`src/rtl/arm_alu_seq.sv`:
```
`default_nettype none
// ============================================================================
// Module      : arm_alu_seq
// Description : Registered ARM ALU with an iterative shift-add multiplier
//               (MUL/MLA) and an internal NZCV flag register. Operations are
//               launched with start; single-cycle ops finish one edge later,
//               multiplies W+1 edges later. done pulses when result/flags
//               have been updated.
// Ports       : clk       - rising-edge clock
//               reset     - asynchronous active-high reset
//               start     - request (ignored while busy)
//               op        - 5-bit opcode, captured with start
//               a, b, acc - operands (acc used by MLA), captured with start
//               s         - set-flags request, captured with start
//               flags_wr  - direct NZCV load from flags_in (has priority)
//               flags_in  - NZCV value for flags_wr
//               busy      - multiply in progress
//               done      - one-cycle completion pulse
//               result    - last result, held between operations
//               result_we - write-back enable, meaningful with done
//               flags     - registered NZCV (bit3 N .. bit0 V)
// Revision    : 1.0 - initial release
// ============================================================================
module arm_alu_seq #(
  parameter int W = 32
) (
  input  logic         clk,
  input  logic         reset,
  input  logic         start,
  input  logic [4:0]   op,
  input  logic [W-1:0] a,
  input  logic [W-1:0] b,
  input  logic [W-1:0] acc,
  input  logic         s,
  input  logic         flags_wr,
  input  logic [3:0]   flags_in,
  output logic         busy,
  output logic         done,
  output logic [W-1:0] result,
  output logic         result_we,
  output logic [3:0]   flags
);

  localparam int CW = $clog2(W + 1);

  localparam logic [4:0] c_OP_AND = 5'b00000;
  localparam logic [4:0] c_OP_EOR = 5'b00001;
  localparam logic [4:0] c_OP_SUB = 5'b00010;
  localparam logic [4:0] c_OP_RSB = 5'b00011;
  localparam logic [4:0] c_OP_ADD = 5'b00100;
  localparam logic [4:0] c_OP_ADC = 5'b00101;
  localparam logic [4:0] c_OP_SBC = 5'b00110;
  localparam logic [4:0] c_OP_RSC = 5'b00111;
  localparam logic [4:0] c_OP_TST = 5'b01000;
  localparam logic [4:0] c_OP_TEQ = 5'b01001;
  localparam logic [4:0] c_OP_CMP = 5'b01010;
  localparam logic [4:0] c_OP_CMN = 5'b01011;
  localparam logic [4:0] c_OP_ORR = 5'b01100;
  localparam logic [4:0] c_OP_MOV = 5'b01101;
  localparam logic [4:0] c_OP_BIC = 5'b01110;
  localparam logic [4:0] c_OP_MVN = 5'b01111;
  localparam logic [4:0] c_OP_BYP = 5'b10000;
  localparam logic [4:0] c_OP_INC = 5'b10001;
  localparam logic [4:0] c_OP_MUL = 5'b10010;
  localparam logic [4:0] c_OP_MLA = 5'b10011;

  typedef enum logic [1:0] {
    S_IDLE = 2'd0,
    S_MUL  = 2'd1,
    S_DONE = 2'd2
  } state_t;

  state_t          r_state;
  state_t          w_state_nxt;

  logic [3:0]      r_flags;
  logic [W-1:0]    r_result;
  logic            r_result_we;
  logic [W-1:0]    r_product;
  logic [W-1:0]    r_mcand;
  logic [W-1:0]    r_mplier;
  logic [CW-1:0]   r_cnt;
  logic            r_s;

  // Single-cycle ALU: every add/subtract form is folded into x + y + cin
  // (subtraction as x + ~y + 1, so the carry out is ARM's NOT-borrow).
  logic [W-1:0]    w_x;
  logic [W-1:0]    w_y;
  logic            w_cin;
  logic [W-1:0]    w_logic;
  logic            w_is_arith;
  logic            w_known;
  logic            w_test;
  logic [W:0]      w_sum;
  logic [W-1:0]    w_alu_res;
  logic            w_alu_c;
  logic            w_alu_v;
  logic [3:0]      w_alu_flags;
  logic            w_alu_setf;
  logic            w_is_mul;
  logic [W-1:0]    w_prod_nxt;
  logic            w_mul_last;

  always_comb begin
    w_x        = '0;
    w_y        = '0;
    w_cin      = 1'b0;
    w_logic    = b;
    w_is_arith = 1'b0;
    w_known    = 1'b1;
    w_test     = 1'b0;
    case (op)
      c_OP_AND: w_logic = a & b;
      c_OP_TST: begin w_logic = a & b; w_test = 1'b1; end
      c_OP_EOR: w_logic = a ^ b;
      c_OP_TEQ: begin w_logic = a ^ b; w_test = 1'b1; end
      c_OP_SUB: begin w_x = a; w_y = ~b; w_cin = 1'b1; w_is_arith = 1'b1; end
      c_OP_CMP: begin w_x = a; w_y = ~b; w_cin = 1'b1; w_is_arith = 1'b1; w_test = 1'b1; end
      c_OP_RSB: begin w_x = b; w_y = ~a; w_cin = 1'b1; w_is_arith = 1'b1; end
      c_OP_ADD: begin w_x = a; w_y = b; w_is_arith = 1'b1; end
      c_OP_CMN: begin w_x = a; w_y = b; w_is_arith = 1'b1; w_test = 1'b1; end
      c_OP_ADC: begin w_x = a; w_y = b; w_cin = r_flags[1]; w_is_arith = 1'b1; end
      c_OP_SBC: begin w_x = a; w_y = ~b; w_cin = r_flags[1]; w_is_arith = 1'b1; end
      c_OP_RSC: begin w_x = b; w_y = ~a; w_cin = r_flags[1]; w_is_arith = 1'b1; end
      c_OP_ORR: w_logic = a | b;
      c_OP_MOV: w_logic = b;
      c_OP_BIC: w_logic = a & ~b;
      c_OP_MVN: w_logic = ~b;
      c_OP_BYP: w_logic = b;
      c_OP_INC: begin w_x = a; w_y = W'(1); w_is_arith = 1'b1; end
      // Unassigned opcodes pass b through and never touch the flags.
      default:  begin w_logic = b; w_known = 1'b0; end
    endcase
  end

  assign w_sum       = {1'b0, w_x} + {1'b0, w_y} + {{W{1'b0}}, w_cin};
  assign w_alu_res   = w_is_arith ? w_sum[W-1:0] : w_logic;
  assign w_alu_c     = w_is_arith ? w_sum[W] : r_flags[1];
  assign w_alu_v     = w_is_arith ? ((w_x[W-1] == w_y[W-1]) && (w_sum[W-1] != w_x[W-1]))
                                  : r_flags[0];
  assign w_alu_flags = {w_alu_res[W-1], (w_alu_res == '0), w_alu_c, w_alu_v};
  assign w_alu_setf  = w_known & (s | w_test);
  assign w_is_mul    = (op == c_OP_MUL) || (op == c_OP_MLA);

  // One shift-add step; the step that drives the counter to zero is the
  // last one and its sum is the final product.
  assign w_prod_nxt  = r_mplier[0] ? (r_product + r_mcand) : r_product;
  assign w_mul_last  = (r_cnt == CW'(1));

  // --------------------------------------------------------------------------
  // FSM: state register and next-state / status decode
  // --------------------------------------------------------------------------
  always_ff @(posedge clk or posedge reset) begin
    if (reset) r_state <= S_IDLE;
    else       r_state <= w_state_nxt;
  end

  always_comb begin
    w_state_nxt = r_state;
    busy        = 1'b0;
    done        = 1'b0;
    case (r_state)
      S_MUL: begin
        busy = 1'b1;
        if (w_mul_last) w_state_nxt = S_DONE;
      end
      S_DONE, S_IDLE: begin
        done = (r_state == S_DONE);
        if (start) w_state_nxt = w_is_mul ? S_MUL : S_DONE;
        else       w_state_nxt = S_IDLE;
      end
      default: w_state_nxt = S_IDLE;
    endcase
  end

  // --------------------------------------------------------------------------
  // Datapath registers
  // --------------------------------------------------------------------------
  always_ff @(posedge clk or posedge reset) begin
    if (reset) begin
      r_flags     <= '0;
      r_result    <= '0;
      r_result_we <= 1'b0;
      r_product   <= '0;
      r_mcand     <= '0;
      r_mplier    <= '0;
      r_cnt       <= '0;
      r_s         <= 1'b0;
    end else begin
      case (r_state)
        S_MUL: begin
          r_product <= w_prod_nxt;
          r_mcand   <= r_mcand << 1;
          r_mplier  <= r_mplier >> 1;
          r_cnt     <= r_cnt - CW'(1);
          if (w_mul_last) begin
            r_result    <= w_prod_nxt;
            r_result_we <= 1'b1;
            if (r_s) r_flags <= {w_prod_nxt[W-1], (w_prod_nxt == '0), r_flags[1:0]};
          end
        end
        default: begin
          if (start) begin
            if (w_is_mul) begin
              r_product <= (op == c_OP_MLA) ? acc : '0;
              r_mcand   <= a;
              r_mplier  <= b;
              r_cnt     <= CW'(W);
              r_s       <= s;
            end else begin
              r_result    <= w_alu_res;
              r_result_we <= ~w_test;
              if (w_alu_setf) r_flags <= w_alu_flags;
            end
          end
        end
      endcase
      // Direct flag load overrides any simultaneous computed update.
      if (flags_wr) r_flags <= flags_in;
    end
  end

  assign result    = r_result;
  assign result_we = r_result_we;
  assign flags     = r_flags;

endmodule
`default_nettype wire

```
`config.mk`:
```
export PLATFORM = sky130hd
export DESIGN_NAME = arm_alu_seq
export DESIGN_NICKNAME = d
export VERILOG_FILES = /design/src/rtl/arm_alu_seq.sv
export SDC_FILE = /design/constraint.sdc
export NUM_CORES = 1
export LEC_CHECK = 0
export CAP_MARGIN = 20
export CORE_UTILIZATION = 40
export CTS_BUF_LIST = sky130_fd_sc_hd__clkbuf_4 sky130_fd_sc_hd__clkbuf_8
export DETAILED_ROUTE_END_ITERATION = 10
export PLACE_DENSITY = 0.61
export SYNTH_ARGS = -nofsm -noshare
export SYNTH_HDL_FRONTEND = slang
export SYNTH_SLANG_ARGS = --single-unit
```
`constraint.sdc`:
```
create_clock -name clk -period 8.5 [get_ports clk]
set_input_delay 0.85 -clock clk [delete_from_list [all_inputs] [get_ports clk]]
set_output_delay 0.85 -clock clk [all_outputs]
set_load 0.05 [all_outputs]
```
==> metrics.cfg, run 1 <==
[sta]
rsz0062_at_grt = no
max_freq_ghz = 0.159
worstMarginPinSlew_ns = 1.03
fin_crit_sh_pct = 74.1
drv_slew = 0
min_period_ns = 6.30
max_slew_margin_pct = 29.4
finalSetupViolations = 0
skew_ns = 0.0242
tns_ns = 0
final_hold_viol_count = 0

[clock_network]
clock_latency_ns = 0.52
cts_tree = done
cts_resized = 0
postCtsHoldBufs = 0
cts.htree.levels = 4
clk_pin_slew_worst_paths_ns = 0.09
cts_setup_buffers = 0
clock-sinks = 142
cts_max_path_buffers = 2
cts-root-buf = clkbuf_8
numCtsBuffers = 17

[grt]
grt_pass1_wl_um = 82500
grt_max_degree = 85
grt_pass1_vias = 13913
grt_usage_pct = 29.6
overflow = 0
antenna_found_initial = 1

[cells_and_area]
fin_nets = 2207
ff_latch_area_sq_um = 3550
drive_gt1_share_pct = 5.12
area_growth_pct = 15.5
num_antenna_cells = 0
multi_input_area_sq_um = 9700
num-fill-cells = 3458
final_core_util_pct = 46.9
stdcell_count = 2466

[synthesis]
ys_async_sr_fraction_pct = 100
ys_ff_latch = 142
synth_top_area_share_pct = 25.2
netlist_instances = 1935
yosys.cell_count.top_type = nand2_1
yosysSeqAreaShare_pct = 25.2
synthTopCellsByArea = dfrtp_1, nand2_1, ha_1
synth_edf_count = 0
netlist_top_cells_count = nand2_1, nor2_1, dfrtp_1
synth_largest_area_cell = dfrtp_1
yosysWarningCount = 0
synth_ff_type = dfrtp_1
ys_types = 85
synth_nets = 2144
avgSynthCellArea_sq_um = 7.28
syn_area_sq_um = 14100

[detailed_routing]
drcViolationCount = 0
drt_iter0_drc = 1683
postRouteAntennaNets = 0
via_per_inst = 6.18
drt-pass1-iter-count = 6
via_count = 15234
wl_per_cell_um = 21.6
drt-total-wl_um = 53200

[setup_path]
slowest_stage = clkdlybuf4s50_1
r2r_start = flags[1]
setup.worst_path.class = input pin to register
start_kind = input pin
critPathRequiredTime_ns = 8.95
reg2reg_depth = 17
path_cells = clkdlybuf4s50_1, inv_1, nand4_1, o22ai_2, buf_4, a22oi_1, fa_1, fa_1, nand2b_1, a21oi_1, o21a_1, a21oi_1, xnor2_1, o22ai_1, nand4b_1, or4_1, nor4_1, or4b_1, nand2_1
cpPeakStageDelay_ns = 0.82
r2r_setup_slack_ns = 3.87
end_kind = register
worstPathArrival_ns = 6.75
worstPathMaxFanout = 32
r2r-end = flags[2]

[power_and_ir_drop]
ir_worst_vdd_uv = 127
finalPower_w = 0.00409
power_per_cell_area_nw_per_um2 = 251
total_leakage_power_nw = 7.05

[status]
status = finished clean

[min_path]
whs_path_depth = 1
hold_end = result[25]
hold_start = result[25]
hp-class = register to register

[floorplanning]
die_area_sq_um = 36000
std_cell_rows = 68
die_y_um = 190
die_w_um = 190
io-pin-count = 149
floorplan.initialDensity_pct = 40.7
core_area_sq_um = 34600

[placed_design]
io_buffers = 148
dp_hpwl_um = 39900
gp_congestion = 0.923
placedCellCount = 2432

[job]
max_cap_viol_count = 0

[cells in the final DEF (no fill, tap or decap), types with 14 or more instances in the layout]
cell type,instances
buf_4,28
nor2b_1,22
a21oi_1,132
a211oi_1,62
a211o_1,14
nand2_1,351
a31oi_1,103
dfrtp_1,142
nand4_1,21
xnor2_1,20
a21o_1,31
o21ai_0,117
and3_1,39
clkbuf_8,17
inv_1,89
o21a_1,17
o221ai_1,34
nor3_1,25
nand3_1,49
clkdlybuf4s50_1,147
o211ai_1,20
ha_1,96
nor2_1,152
[sequential cells by signal (all words and copies together), names as in the netlist]
signal     cells
r_state        2
flags          4
r_product     32
result        32
r_cnt          6
r_s            1
r_mcand       32
r_mplier      32
result_we      1
[power breakdown]
| group | internal, W | leakage, nW | switching, W | total, W |
|---|---|---|---|---|
| clock | 0.000217 | 0.186 | 0.000347 | 0.000564 |
| sequential | 0.000915 | 1.67 | 0.000208 | 0.00112 |
| combinational | 0.000952 | 5.20 | 0.00145 | 0.00240 |
[kinds of logic after synthesis]
logic type / after synthesis / share of synthesized area [%]
compound gates: 672 / 32.1
xor+xnor: 33 / 2.05
fa+ha+maj: 99 / 8.96
buf+inv: 227 / 6.24
flops: 142 / 25.2
mux: 21 / 1.58
simple gates: 741 / 23.9
[metrics by stage]
stage                     area, sq um  hold slack, ns  setup slack (ns)
final                           16300           0.482              2.20
after global routing            16300           0.511              1.89
after CTS                       16200           0.487              2.27
after detailed placement        15900           0.466              1.75
after global placement          15900           0.460              1.77
after floorplan                 14100           0.471              2.73
[critical path: cells and delay by family]
kind,cells,cell delay (ns)
AO/OA/AOI/OAI,6,1.23
adder cells (fa/ha/maj),2,0.94
XOR/XNOR,1,0.14
AND/OR/NAND/NOR,7,1.90
buffers and inverters,3,1.68
[per-layer routing]
layer	vias up	track usage, %	routed length, um
met5	-	0	11
met2	662	44.2	22500
li1	7274	-	-
met1	7223	43.8	25200
met3	73	4.41	4140
met4	2	8.53	1340
[how the worst max path moves through the flow]
stage / cells after the start / endpoint / startpoint
4_1_cts: 19 / flags[2] / op[3]
3_3_place_gp: 19 / flags[2] / op[3]
6_report: 19 / flags[2] / op[3]
2_1_floorplan: 20 / flags[2] / op[1]
5_1_grt: 19 / flags[2] / op[3]
3_5_place_dp: 19 / flags[2] / op[3]
[final cells by class]
class	count	share of cell area, %
Multi-Input combinational cell	1566	59.7
Tap cell	455	3.50
Sequential cell	142	21.9
Clock buffer	18	1.49
Clock inverter	14	0.754
Inverter	93	2.18
Timing Repair Buffer	178	10.5
Note: power is estimated with default switching activity, not from simulation.
==> run 2: changes to the inputs <==
--- a/config.mk
+++ b/config.mk
@@ -9,7 +9,7 @@
 export CORE_UTILIZATION = 40
 export CTS_BUF_LIST = sky130_fd_sc_hd__clkbuf_4 sky130_fd_sc_hd__clkbuf_8
 export DETAILED_ROUTE_END_ITERATION = 10
-export PLACE_DENSITY = 0.61
+export PLACE_DENSITY = 0.63
 export SYNTH_ARGS = -nofsm -noshare
 export SYNTH_HDL_FRONTEND = slang
 export SYNTH_SLANG_ARGS = --single-unit
==> constraint.sdc (replaced) <==
create_clock -name clk -period 5.5 [get_ports clk]
set_input_delay 0.55 -clock clk [delete_from_list [all_inputs] [get_ports clk]]
set_output_delay 0.55 -clock clk [all_outputs]
set_load 0.05 [all_outputs]
==> run 2 against run 1 <==
Against the previous run:
- die area stayed put
- sequential cell count unchanged
- via count up 3.0%
- routed wire length increased by 2.5%
- core utilization grew 2.0 points
- worst setup slack worse by 1.8 ns
- combinational power is 58% higher
- clock skew is 0.0065 ns lower
- final area is 4.4% higher
- register-to-register slack got worse by 3.0 ns
- non-clock buffer count increased by 80
- critical path depth is 1 lower
- critical endpoint unchanged
- largest cell class unchanged
==> metrics.cfg, run 2 (same netlist as run 1, synthesis figures left out) <==
[power_and_ir_drop]
p_clk_share_pct = 14.5  ; +0.7 points
switchingPower_w = 0.00309  ; +54%
p_seq_share_pct = 26.8  ; -0.7 points
power_per_cell_area_nw_per_um2 = 381  ; +52%
ir_worst_vdd_uv = 247  ; +95%
p_comb_share_pct = 58.7  ; about the same
intPower_w = 0.00337  ; +62%
total_leakage_power_nw = 7.47  ; +5.9%
switching_share_pct = 47.8  ; -1.1 points

[grt]
grt_usage_pct = 30.1  ; +0.44 points
overflow = 0  ; unchanged
antenna_found_initial = 0  ; -1
grt_pass1_vias = 14250  ; +2.4%
grt_pass1_wl_um = 83600  ; +1.4%
grt_max_degree = 105  ; +24%

[cells_and_area]
num-fill-cells = 3415  ; -1.2%
stdcell_count = 2546  ; +3.2%
stdcell_area_sq_um = 17000  ; +4.4%
num_antenna_cells = 0  ; unchanged
drive_gt1_share_pct = 8.85  ; +3.7 points
final_core_util_pct = 49.0  ; +2.0 points
final_common_cell = nand2_1
area_growth_pct = 20.5
final_cell_mix = nand2_1, nor2_1, clkdlybuf4s50_1
fin_nets = 2287  ; +3.6%

[placed_design]
dp_hpwl_um = 42500  ; +6.4%
pre_cts_slack_ns = 0.0206  ; -1.73 ns
io_buffers = 148  ; unchanged
gp_congestion = 0.965  ; +4.6%
placedCellCount = 2513  ; +3.3%
dpl-instance-area_sq_um = 16500  ; +4.1%

[min_path]
hp-class = input pin to async pin

[setup_path]
worstPathMaxFanout = 6  ; -81%
critPathRequiredTime_ns = 5.92  ; -3.03 ns
end_kind = register
r2r-end = flags[2]
critPathLaunch = op[2]
start_kind = input pin
r2r_start = flags[1]
reg2reg_depth = 17  ; unchanged
r2r_setup_slack_ns = 0.90  ; -2.97 ns
worstPathArrival_ns = 5.52  ; -1.23 ns
setup.worst_path.class = input pin to register

[clock_network]
clk_pin_slew_worst_paths_ns = 0.09  ; about the same
numCtsBuffers = 17  ; unchanged
clock_latency_ns = 0.50  ; -0.02 ns
cts-root-buf = clkbuf_8
cts_resized = 0  ; unchanged
cts_setup_buffers = 0  ; unchanged
postCtsHoldBufs = 0  ; unchanged
cts_max_path_buffers = 2  ; unchanged
clock-sinks = 142  ; unchanged
cts.htree.levels = 4  ; unchanged
cts_tree = done

[detailed_routing]
wl_met1_um = 25400  ; +0.76%
top_layer = met4
drt-total-wl_um = 54500  ; +2.5%
drt_iter0_drc = 1643  ; -2.4%
drcViolationCount = 0  ; unchanged
wl_met2_um = 23500  ; +4.6%
via_count = 15688  ; +3.0%
drt-pass1-iter-count = 7  ; +1
postRouteAntennaNets = 0  ; unchanged
wl_per_cell_um = 21.4  ; -0.71%
via_per_inst = 6.16  ; -0.26%
route.met3.wl_um = 4440  ; +7.2%

[floorplanning]
die_y_um = 190  ; unchanged
die_area_sq_um = 36000  ; unchanged
std_cell_rows = 68  ; unchanged
core_area_sq_um = 34600  ; unchanged
floorplan.initialDensity_pct = 40.7  ; unchanged
io-pin-count = 149  ; unchanged
die_w_um = 190  ; unchanged

[sta]
drv_slew = 0  ; unchanged
tns_ns = 0  ; unchanged
rsz0062_at_grt = no
max_slew_margin_pct = 38.4  ; +9.0 points
final_hold_viol_count = 0  ; unchanged
fin_crit_sh_pct = 92.7
finalSetupViolations = 0  ; unchanged
worstMarginPinSlew_ns = 0.901  ; -0.132 ns
max_freq_ghz = 0.196
fin_ws_ns = 0.401  ; -1.80 ns
min_period_ns = 5.10
skew_ns = 0.0176  ; -0.00655 ns

[status]
status = finished clean

[job]
max_cap_viol_count = 0  ; unchanged

run 2: changes by cell type in the layout (fill, tap and decap cells not counted), moves of 2 or more:
cell / change
buf_12: +3
bufinv_16: +2
buf_4: +78
clkinv_2: -2
dlymetal6s2s_1: -2
run 2: layer usage:
layer | GRT usage [%] | up-vias
li1 | - | 7442
met4 | 8.56 | 0
met1 | 44.3 | 7516
met2 | 45.0 | 665
met3 | 4.65 | 65
met5 | 0 | -
run 2: power by group through the flow:
stage	combinational [W]	sequential, W	clock [W]
finish	0.00379	0.00173	0.000939
global route	0.00418	0.00178	0.00100
CTS	0.00373	0.00172	0.000960
detailed placement	0.00371	0.00174	0
global placement	0.00365	0.00173	0
floorplan	0.00256	0.00181	0
run 2: worst max path at each step:
| stage | to | slack [ns] | depth (start not counted) |
|---|---|---|---|
| after detailed placement | flags[2] | 0.02 | 18 |
| after CTS | flags[2] | 0.54 | 18 |
| after floorplan | flags[2] | 0.03 | 20 |
| after global routing | flags[2] | 0.21 | 18 |
| after global placement | flags[2] | 0.001 | 19 |
| final | flags[2] | 0.40 | 18 |
run 2: metrics by stage:
| stage | hold WS, ns | total power (W) |
|---|---|---|
| after floorplan | 0.471 | 0.00436 |
| after global placement | 0.459 | 0.00539 |
| after detailed placement | 0.459 | 0.00545 |
| after CTS | 0.482 | 0.00642 |
| after global routing | 0.324 | 0.00696 |
| final | 0.328 | 0.00646 |
run 2: layout make-up:
cell class | count | area (sq um) | share of cell area, %
clock inverters | 15 | 191 | 1.13
flip-flops and latches | 142 | 3550 | 20.9
inverters | 93 | 354 | 2.09
repair buffers | 258 | 2360 | 13.9
clock buffers | 17 | 234 | 1.38
multi-input cells | 1566 | 9700 | 57.2
well taps | 455 | 569 | 3.36
run 2: critical path, stage by stage:
cell,delay (ns)
clkdlybuf4s50_1,0.52
inv_1,0.21
nand4_1,0.17
o22ai_2,0.22
a22oi_1,0.14
fa_1,0.51
fa_1,0.42
nand2b_1,0.18
a21oi_1,0.29
o21a_1,0.29
a21oi_1,0.11
xnor2_1,0.13
o22ai_1,0.22
nand4b_1,0.14
or4_1,0.61
nor4_1,0.27
or4b_1,0.45
nand2_1,0.08
==> run 3: changes to the inputs <==
==> constraint.sdc (replaced) <==
create_clock -name clk -period 4.3 [get_ports clk]
set_input_delay 0.43 -clock clk [delete_from_list [all_inputs] [get_ports clk]]
set_output_delay 0.43 -clock clk [all_outputs]
set_load 0.05 [all_outputs]
==> run 3 against run 2 <==
Against the previous run:
- die area unchanged
- first-iteration DRC count increased by 9.5%
- sequential power increased by 29%
- final area increased by 13%
- register-to-register slack got worse by 0.78 ns
- non-clock buffer count increased by 257
- combinational power increased by 37%
- count of clock-buffer cells in the layout unchanged
==> metrics.cfg, run 3 (same netlist as run 1, synthesis figures left out) <==
[status]
status = finished clean

[placed_design]
placedCellCount = 2723  ; +8.4%
dpl-instance-area_sq_um = 18300  ; +11%
gp_congestion = 0.990  ; +2.6%
pre_cts_slack_ns = -0.857  ; -0.878 ns
io_buffers = 148  ; unchanged
dp_hpwl_um = 45300  ; +6.7%

[sta]
finalSetupViolations = 0  ; unchanged
fin_ws_ns = 0.0802  ; -0.320 ns
worstMarginPinSlew_ns = 0.986  ; +0.0859 ns
min_period_ns = 4.22
fin_crit_sh_pct = 98.1
drv_slew = 0  ; unchanged
tns_ns = 0  ; unchanged
max_slew_margin_pct = 33.9  ; -4.5 points
skew_ns = 0.0116  ; -0.00605 ns
final_hold_viol_count = 0  ; unchanged
max_freq_ghz = 0.237

[setup_path]
worstPathMaxFanout = 5  ; -1
slowest_stage = or4_4
r2r_setup_slack_ns = 0.12  ; -0.78 ns
cpPeakStageDelay_ns = 0.45  ; -0.16 ns
start_kind = input pin
critPathRequiredTime_ns = 4.73  ; -1.19 ns
reg2reg_depth = 17  ; unchanged
r2r-end = flags[2]
worstPathArrival_ns = 4.65  ; -0.87 ns
r2r_start = flags[1]
end_kind = register
setup.worst_path.class = input pin to register
cp_common_cell = buf_4

[grt]
grt_pass1_vias = 15555  ; +9.2%
overflow = 0  ; unchanged
grt_use_met2_pct = 50.3  ; +5.2 points
grt_pass1_wl_um = 91000  ; +8.8%
antenna_found_initial = 0  ; unchanged
grt_usage_pct = 32.8  ; +2.7 points
grt_max_degree = 97  ; -7.6%
grt_use_met3_pct = 5.55  ; +0.90 points
grt.busiest_layer = met2
grt_use_met1_pct = 46.9  ; +2.6 points

[clock_network]
clock-sinks = 142  ; unchanged
cts.htree.levels = 4  ; unchanged
cts-root-buf = clkbuf_8
numCtsBuffers = 17  ; unchanged
clock_latency_ns = 0.50  ; about the same
cts_tree = done
clk_pin_slew_worst_paths_ns = 0.09  ; about the same
cts_max_path_buffers = 2  ; unchanged

[cells_and_area]
drive_gt1_share_pct = 20.9  ; +12 points
final_common_cell = nand2_1
num_antenna_cells = 0  ; unchanged
final_cell_mix = nand2_1, buf_4, nor2_1
num-fill-cells = 3331  ; -2.5%
stdcell_count = 2803  ; +10%
fin_nets = 2544  ; +11%
stdcell_area_sq_um = 19200  ; +13%
multi_input_area_sq_um = 9930  ; +2.4%
ff_latch_area_sq_um = 3550  ; unchanged
area_growth_pct = 36.6

[power_and_ir_drop]
p_seq_share_pct = 26.2  ; -0.6 points
switchingPower_w = 0.00406  ; +31%
switching_share_pct = 47.6  ; -0.28 points
intPower_w = 0.00447  ; +33%
finalPower_w = 0.00852  ; +32%
ir_worst_vdd_uv = 316  ; +28%
total_leakage_power_nw = 8.79  ; +18%
p_clk_share_pct = 13.0  ; -1.5 points
power_per_cell_area_nw_per_um2 = 443  ; +16%
p_comb_share_pct = 60.7  ; +2.0 points

[min_path]
hold_end = r_mcand[0]
hold_start = a[0]
whs_path_depth = 4
hp-class = input pin to register

[detailed_routing]
drt-total-wl_um = 59500  ; +9.1%
drcViolationCount = 0  ; unchanged
via_per_inst = 6.02  ; -2.3%
postRouteAntennaNets = 0  ; unchanged
drt-pass1-iter-count = 6  ; -1
via_count = 16867  ; +7.5%
drt_iter0_drc = 1799  ; +9.5%
wl_per_cell_um = 21.2  ; -0.86%

[floorplanning]
io-pin-count = 149  ; unchanged
core_area_sq_um = 34600  ; unchanged
die_area_sq_um = 36000  ; unchanged
die_w_um = 190  ; unchanged
die_y_um = 190  ; unchanged
std_cell_rows = 68  ; unchanged
floorplan.initialDensity_pct = 40.7  ; unchanged

[job]
max_cap_viol_count = 0  ; unchanged

[run 3: cell count changes in the layout (fill, tap and decap cells not counted), moves of 4 or more]
cell	change
o21ai_0	-4
nor2_1	-4
a21oi_1	-5
buf_6	+8
clkdlybuf4s50_1	-5
buf_12	+10
buf_4	+242
[run 3: final cells by class]
class / instances / share of cell area (%)
inverters: 93 / 1.87
repair buffers: 515 / 23.0
flip-flops and latches: 142 / 18.5
clock buffers: 17 / 1.22
clock inverters: 15 / 0.787
multi-input cells: 1566 / 51.6
well taps: 455 / 2.96
[run 3: repair_timing]
| item | 4_1_cts | 5_1_grt |
|---|---|---|
| gates resized for setup | 24 | 53 |
| gates cloned | 1 | 1 |
| setup endpoints to repair | 6 | 10 |
| hold buffers | 0 | 0 |
| pin swaps | 20 | 37 |
| buffers inserted | 34 | 12 |
[run 3: how the worst max path moves through the flow]
stage,cells past startpoint,slack [ns],end,startpoint
final,31,0.08,flags[2],op[4]
after global routing,31,-0.03,flags[2],op[4]
after CTS,21,0.003,flags[2],op[3]
after detailed placement,20,-0.86,flags[2],op[3]
after global placement,22,-0.80,flags[2],op[3]
after floorplan,22,-0.31,flags[2],op[0]
[run 3: power groups by stage]
stage                     clock network (W)  registers, W  logic (W)
final                               0.00111       0.00224    0.00518
after global routing                0.00119       0.00229    0.00565
after CTS                           0.00114       0.00223    0.00507
after detailed placement                  0       0.00225    0.00501
after global placement                    0       0.00223    0.00493
after floorplan                           0       0.00231    0.00329
[run 3: stage by stage]
stage | util [%] | hold slack (ns)
after global routing | 55.5 | 0.402
after detailed placement | 52.7 | 0.469
after global placement | 52.7 | 0.468
final | 55.5 | 0.397
after CTS | 54.8 | 0.491
after floorplan | - | 0.471
[run 3: routing by layer]
layer | part of all wire (%) | wire length (um)
met1 | 45 | 26900
met2 | 44 | 26100
met3 | 8.5 | 5070
met4 | 2.5 | 1460
met5 | 0 | 0
[run 3: critical path: cells and delay by family]
family | cells | cell delay, ns
buffers and inverters | 22 | 2.21
and+or+nand+nor | 6 | 1.49
AOI/OAI and AO/OA | 3 | 0.51
